<file path="src/rtl/tx_timestamp_sequencer.sv">
// tx_timestamp_sequencer
// Queues 64-bit launch-time commands and drives the ENABLE / VALID /
// FR_COUNTER handshake of the pressure stage, so that one TX frame is
// released once COUNTER_TS reaches each commanded time.
// Optional feature: define TX_SEQ_LATE_CNT_EN to count commands whose
// launch time had already passed when they were loaded (LATE_CNT);
// without it LATE_CNT is tied to zero.
module tx_timestamp_sequencer #(
    parameter int FIFO_AW = 3
) (
    input  logic               CLK,
    input  logic               RST,
    input  logic [63:0]        CMD_TS,
    input  logic               CMD_VALID,
    output logic               CMD_READY,
    input  logic [63:0]        COUNTER_TS,
    input  logic               FRAME_DONE,
    output logic               ENABLE,
    output logic               VALID,
    output logic [63:0]        FR_COUNTER,
    output logic               BUSY,
    output logic [FIFO_AW:0]   LEVEL,
    output logic [31:0]        LATE_CNT
);

    localparam int DEPTH = 1 << FIFO_AW;
    localparam logic [FIFO_AW:0] FULL_COUNT = {1'b1, {FIFO_AW{1'b0}}};

    localparam logic [2:0] S_IDLE    = 3'd0;
    localparam logic [2:0] S_DISABLE = 3'd1;
    localparam logic [2:0] S_LOAD    = 3'd2;
    localparam logic [2:0] S_ARMED   = 3'd3;
    localparam logic [2:0] S_SEND    = 3'd4;
    localparam logic [2:0] S_RELEASE = 3'd5;

    logic [63:0]        mem [DEPTH];
    logic [FIFO_AW-1:0] wr_ptr;
    logic [FIFO_AW-1:0] rd_ptr;
    logic [FIFO_AW:0]   count;
    logic [2:0]         state;
    logic [2:0]         next_state;
    logic               frame_done_q;
    logic               push;
    logic               pop;
    logic [63:0]        head;

    assign CMD_READY = (count != FULL_COUNT);
    assign push      = CMD_VALID && CMD_READY;
    assign pop       = (state == S_LOAD);
    assign head      = mem[rd_ptr];
    assign LEVEL     = count;

    // Command storage: written on every accepted push.
    // NOTE: the storage array has no reset; the count and pointers define
    // which entries are meaningful, so clearing the data would only cost logic.
    always_ff @(posedge CLK) begin
        if (push) begin
            mem[wr_ptr] <= CMD_TS;
        end
    end

    // FIFO pointers and occupancy; a simultaneous push and pop keeps the count.
    // NOTE: all clocked state uses non-blocking assignments so every register
    // samples the pre-edge values regardless of statement order.
    always_ff @(posedge CLK) begin
        if (RST) begin
            wr_ptr <= '0;
            rd_ptr <= '0;
            count  <= '0;
        end else begin
            if (push) begin
                wr_ptr <= wr_ptr + 1'b1;
            end
            if (pop) begin
                rd_ptr <= rd_ptr + 1'b1;
            end
            case ({push, pop})
                2'b10:   count <= count + 1'b1;
                2'b01:   count <= count - 1'b1;
                default: count <= count;
            endcase
        end
    end

    // Sequencing state machine: next-state decode.
    // NOTE: next_state gets a default before the case so no path leaves it
    // unassigned, which would otherwise infer a latch.
    always_comb begin
        next_state = state;
        case (state)
            S_IDLE:    if (count != '0) next_state = S_DISABLE;
            S_DISABLE: next_state = S_LOAD;
            S_LOAD:    next_state = S_ARMED;
            S_ARMED:   if (COUNTER_TS >= FR_COUNTER) next_state = S_SEND;
            S_SEND:    if (frame_done_q) next_state = S_RELEASE;
            S_RELEASE: next_state = S_IDLE;
            default:   next_state = S_IDLE;
        endcase
    end

    // State register and registered handshake outputs decoded from next_state,
    // so each output changes on the same edge as the state it belongs to.
    always_ff @(posedge CLK) begin
        if (RST) begin
            state        <= S_IDLE;
            ENABLE       <= 1'b1;
            VALID        <= 1'b0;
            BUSY         <= 1'b0;
            FR_COUNTER   <= '0;
            frame_done_q <= 1'b0;
        end else begin
            state        <= next_state;
            ENABLE       <= !((next_state == S_DISABLE) || (next_state == S_LOAD));
            VALID        <= (next_state == S_ARMED) || (next_state == S_SEND);
            BUSY         <= (next_state != S_IDLE);
            // Only frame-end pulses seen while sending count; others are dropped.
            frame_done_q <= FRAME_DONE && (state == S_SEND);
            if (pop) begin
                FR_COUNTER <= head;
            end
        end
    end

`ifdef TX_SEQ_LATE_CNT_EN
    logic [31:0] late_cnt_q;

    // Saturating count of commands already in the past when loaded.
    always_ff @(posedge CLK) begin
        if (RST) begin
            late_cnt_q <= '0;
        end else if (pop && (COUNTER_TS > head) && (late_cnt_q != '1)) begin
            late_cnt_q <= late_cnt_q + 32'd1;
        end
    end

    assign LATE_CNT = late_cnt_q;
`else
    assign LATE_CNT = '0;
`endif

endmodule

</file>
<file path="config.mk">
export PLATFORM = sky130hd
export DESIGN_NAME = tx_timestamp_sequencer
export DESIGN_NICKNAME = d
export VERILOG_FILES = /design/src/rtl/tx_timestamp_sequencer.sv
export SDC_FILE = /design/constraint.sdc
export NUM_CORES = 1
export LEC_CHECK = 0
export ABC_AREA = 1
export BUFFER_PORTS_ARGS = -buffer_cell sky130_fd_sc_hd__buf_2
export CORE_MARGIN = 2
export CORE_UTILIZATION = 53
export DETAILED_ROUTE_END_ITERATION = 12
export PLACE_DENSITY = 0.77
export SYNTH_ARGS = -nofsm -noshare
export SYNTH_HDL_FRONTEND = slang
export SYNTH_SLANG_ARGS = --single-unit
</file>
<file path="constraint.sdc">
create_clock -name CLK -period 4.5 [get_ports CLK]
set_input_delay 0.9 -clock CLK [delete_from_list [all_inputs] [get_ports CLK]]
set_output_delay 0.9 -clock CLK [all_outputs]
set_load 0.02 [all_outputs]
</file>
# ---- Word-level counts from Yosys, hierarchy flattened
# Memories as Yosys holds them, arrays and structs flattened. A register that Yosys moved wholly into a read port is not among the register bits.
# Index checks and enable logic that the tools add are counted.
dict set report classes {
  n_addsub 4
  order_cmp 1
  n_eq_ne 11
  n_mux 7
  reduce_logical 9
}
# operator n
set ops {}
lappend ops {{$ge 64x64->1} 1}
lappend ops {{$pmux 3 s5} 1}
lappend ops {{$eq 3x2->1 const B} 4}
lappend ops {{$mux 3} 3}
lappend ops {{$pmux 4 s2} 1}
lappend ops {{$add 3x1->3 const B} 2}
lappend ops {{$eq 3x1->1 const B} 2}
lappend ops {{$eq 3x3->1 const B} 2}
lappend ops {{$add 4x1->4 const B} 1}
lappend ops {{$ne 4x4->1 const B} 1}
lappend ops {{$reduce_bool 4->1} 1}
lappend ops {{$sub 4x1->4 const B} 1}
lappend ops {{$logic_not 3->1} 1}
lappend ops {{$reduce_bool 3->1} 1}
lappend ops {{$eq 2x1->1 const B} 1}
lappend ops {{$eq 2x2->1 const B} 1}
lappend ops {{$logic_and 1x1->1} 2}
lappend ops {{$logic_or 1x1->1} 2}
lappend ops {{$mux 1} 2}
lappend ops {{$reduce_bool 2->1} 1}
lappend ops {{$logic_not 1->1} 1}
dict set report word_totals {
  regBits 17
  ramBits 512
  input_bits 132
  output_inout_bits 104
  wordCells 41
  mem_count 1
}
# name depth word_bits read_ports rd_clocked_by_memory_dff wr line
set mem_list {}
lappend mem_list {mem 8 64 1 1 1 36} ;# logic [63:0] mem [DEPTH];

# ---- Logic depth before layout (Yosys ltp)
dict set report logic_depth {
  depth_word 6
  ltp_mapped 20
  mapped_depth_nobuf 20
}

# ---- Least setup slack after synthesis
# Ideal clock, no wire load.
dict set report synth_path {
  kind {in2reg}
  start {input CMD_VALID}
  end {memory mem[0][0] (enable)}
  setup_time_ps 486
  arrival_ps 3906
  required_time_ps 4014
  setup_slack_ps 108
  stages 4
  n_path_buf 0
  path_cell_list {nand2_1 inv_1 nand2_1 nor2_1}
}
dict set report synth_via {
  elab_chain_len 3
}
# item line
set synth_rtl {}
lappend synth_rtl {{start: declaration} 14} ;# input logic CMD_VALID,
lappend synth_rtl {{$logic_and 1x1->1} 48} ;# assign push = CMD_VALID && CMD_READY;
lappend synth_rtl {{$mux 1} 57} ;# if (push) begin
lappend synth_rtl {{$mux 1 (implied by the code)} 58} ;# mem[wr_ptr] <= CMD_TS;
lappend synth_rtl {{end: declaration} 36}
# No other way between the ends.

# ---- Final worst setup path
dict set report layout_path {
  start {register count[0] (netlist: LEVEL[0])}
  end {memory mem[0][59] (enable)}
}
dict set report layout_via {
  elab_chain_len 4
}
# item line
set layout_rtl {}
lappend layout_rtl {{start: declaration} 39} ;# logic [FIFO_AW:0] count;
lappend layout_rtl {{start signal: assignment} 78} ;# 2'b10: count <= count + 1'b1;
lappend layout_rtl {{start signal: assignment} 79} ;# 2'b01: count <= count - 1'b1;
lappend layout_rtl {{start signal: assignment} 80} ;# default: count <= count;
lappend layout_rtl {{$ne 4x4->1} 47} ;# assign CMD_READY = (count != FULL_COUNT);
lappend layout_rtl {{$logic_and 1x1->1} 48}
lappend layout_rtl {{$mux 1} 57}
lappend layout_rtl {{$mux 1 (implied by the code)} 58}
# No other way between the ends.

==> impl_metrics.py <==
metrics = {
    "outcome": {
        "status": "finished, final reports clean",
    },
    "final_layout": {
        "areaGrowthSynthToFinish_pct": 13.3,
        "nNetsFinal": 2337,
        "stdcell_count": 2792,
        "drive_above_1_share": 0.155,
        "fin_area_um2": 27600,
    },
    "timing": {
        "fmax_mhz": 368,
        "rsz0062_at_grt": "false",
        "hold_viol_final": 0,
        "period_needed_ps": 2720,
        "final.setup.tns_ps": 0,
        "skew_ps": 14.6,
        "fin_ws_ps": 1780,
        "slew_headroom": 0.304,
        "final_max_slew_viol_count": 0,
        "setup_violations": 0,
        "fin_crit_sh": 0.604,
        "worst_pin_slew_ps": 1040,
    },
    "floorplanning": {
        "die_y_um": 218,
        "start_util": 0.536,
        "rows": 78,
        "dieArea_um2": 47600,
        "dieWidth_um": 218,
        "core_area_um2": 45400,
        "io_pins": 236,
    },
    "cts": {
        "post_cts_buffers": 0,
        "clk_latency_ps": 610,
        "cts_tree": "built",
        "hold_buffers": 0,
        "htreeDepth": 2,
        "cts.clk_slew.worst_paths_ps": 60,
        "cts.sinks": 593,
        "root_buffer": "clkbuf_16",
        "numCtsBuffers": 55,
        "clock_path_buffers": 3,
        "cts.repair.resized": 0,
    },
    "place": {
        "io_buffers": 203,
        "hpwl_um": 33200,
        "pre_cts_ws_ps": 1400,
        "dp.cells": 2678,
        "gp_congestion": 0.823,
        "dpl_cell_area_um2": 25700,
    },
    "job": {
        "max_cap_violations": 0,
    },
    "setup_path": {
        "r2r_cells": 7,
        "crit_path_frequent_cell": "nand2_1",
        "cp_top_family": "simple AND/OR/NAND/NOR gates",
        "end_kind": "flop",
        "r2r_slack_ps": 1780,
        "worst_path_max_delay_cell": "nor2_4",
        "reg2reg_from": "LEVEL[0]",
        "worstPathMaxFanout": 26,
        "cp-start-kind": "flop",
        "worstPathCellList": "nor2_1, nand3_1, nand2_1, inv_1, nand2_1, nor2_4, buf_4",
        "cp.required_ps": 4800,
        "r2r-end": "mem[0][59]",
        "path_class": "flop to flop",
        "crit_buf_inv": 2,
        "crit_arrival_ps": 3020,
        "max_stage_delay_ps": 870,
    },
    "pwr": {
        "finalPower_w": 0.0147,
        "p_per_area_nw_per_um2": 534,
        "irDropWorstVdd_mv": 0.346,
        "leakagePower_nw": 9.82,
    },
    "synthesis": {
        "synth_edf_count": 512,
        "syn_avg_cell_area_um2": 12.3,
        "synth-main-ff-cell": "edfxtp_1",
        "ys_seq_area_frac": 0.699,
        "yosysUniqueCellTypes": 34,
        "async_flop_share": 0,
        "synthCells": 1972,
        "ys_ff_latch": 593,
        "synth_warnings": 0,
        "netlist_area_um2": 24300,
    },
    "route": {
        "via_per_inst": 5.79,
        "drtAntennaViolNets": 0,
        "wl_per_cell_um": 20.3,
        "initialDrtViolationCount": 1675,
        "drc": 0,
        "drtPass1Iterations": 5,
        "vias": 16200,
        "wirelength_um": 56700,
    },
    "global_route": {
        "grt_start_max_net_pins": 161,
        "antenna_found_initial": 13,
        "grt_overflow": 0,
        "grt_pass1_wl_um": 87300,
        "grt_pass1_vias": 16300,
        "grt_usage": 0.237,
    },
    "hold_path": {
        "worstHoldStart": "LEVEL[3]",
        "min_path_cells": 2,
        "hold_path_end": "LEVEL[3]",
        "hp-class": "flop to flop",
    },
}
layout by cell type (no fill, tap or decap), types with 7 or more instances in the layout:
cell type,instances
nor2_1,289
diode_2,10
nand2_1,89
o221ai_1,64
buf_2,203
o22ai_1,64
edfxtp_1,512
inv_1,102
conb_1,32
nand3_1,14
buf_12,8
o21ai_0,291
clkbuf_1,8
buf_4,15
ha_1,69
nor2_4,8
clkbuf_16,55
clkinv_2,16
dfxtp_1,78
o21ai_1,109
a21oi_1,102
bufinv_16,7
tightest hold or removal path, cell delays in order, from the launching register on:
cell,delay (ps)
dfxtp_1,320
inv_1,80
a21oi_1,60
synthesized netlist by cell type, types with 2 or more instances:
library cell  instances  area, um^2
a21o_1                2        15.0
a21oi_1             102         510
buf_2                19        95.1
buf_4                49         368
buf_6                13         146
clkbuf_1             63         236
clkbuf_2              7        35.0
dfxtp_1              81        1620
edfxtp_1            512       15400
ha_1                 69         863
inv_1               104         390
nand2_1              89         334
nand3_1              14        70.1
nand3_2               2        20.0
nand4_1               6        37.5
nor2_1              297        1110
nor3_1                2        10.0
o21ai_0             291        1460
o21ai_1             109         546
o221ai_1             64         561
o22ai_1              64         400
layer usage:
metal / share of wire / GRT usage / vias to the layer above / routed length [um]
li1: - / - / 7497 / -
met1: 0.40 / 0.297 / 7866 / 22900
met2: 0.50 / 0.406 / 680 / 28300
met3: 0.067 / 0.0381 / 107 / 3800
met4: 0.030 / 0.109 / 6 / 1730
met5: 0.00056 / 0 / - / 32
state kept, by name, indices dropped and copies added (netlist names):
register and cells:
rd_ptr 3, ENABLE 1, mem 512, state 3, LEVEL 4, frame_done_q 1, BUSY 1, FR_COUNTER 64
wr_ptr 3, VALID 1
layout make-up:
cell class / instances / area [um^2]
fillers: 3424 / 17800
well taps: 600 / 751
clock inverters: 36 / 378
inverters: 105 / 400
clock buffers: 68 / 1480
repair buffers: 226 / 1290
flip-flops and latches: 593 / 17000
multi-input cells: 1154 / 6220
diodes: 10 / 25.0
logic make-up after synthesis:
kind of cell | Yosys count | share of synthesized area
compound gates | 634 | 0.144
xor+xnor | 1 | 0.000360
fa+ha+maj | 70 | 0.0363
buf+inv | 256 | 0.0525
flops | 593 | 0.699
other cells | 1 | 0.000154
simple gates | 417 | 0.0678
through the flow:
step / hold slack [ps] / utilization
floorplan: 457 / -
global placement: 478 / 0.566
detailed placement: 494 / 0.566
CTS: 508 / 0.607
global route: 531 / 0.607
finish: 506 / 0.607
report_power, final:
group	internal [W]	switching, W	total, W
Clock	0.00274	0.00200	0.00473
Sequential	0.00636	0.000328	0.00669
Combinational	0.00103	0.00226	0.00329
Total	0.0101	0.00459	0.0147
how the worst max path moves through the flow:
| stage | from | end | slack, ps | cells after the start |
|---|---|---|---|---|
| 5_1_grt | rd_ptr[0] | FR_COUNTER[16] | 1540 | 5 |
| 3_5_place_dp | CMD_VALID | mem[0][3] | 1400 | 6 |
| 4_1_cts | LEVEL[0] | mem[0][59] | 1780 | 7 |
| 2_1_floorplan | CMD_VALID | mem[0][0] | 110 | 4 |
| 3_3_place_gp | CMD_VALID | mem[0][3] | 1530 | 6 |
| 6_report | LEVEL[0] | mem[0][59] | 1780 | 7 |
No activity file was read; power rests on OpenSTA's default activity.
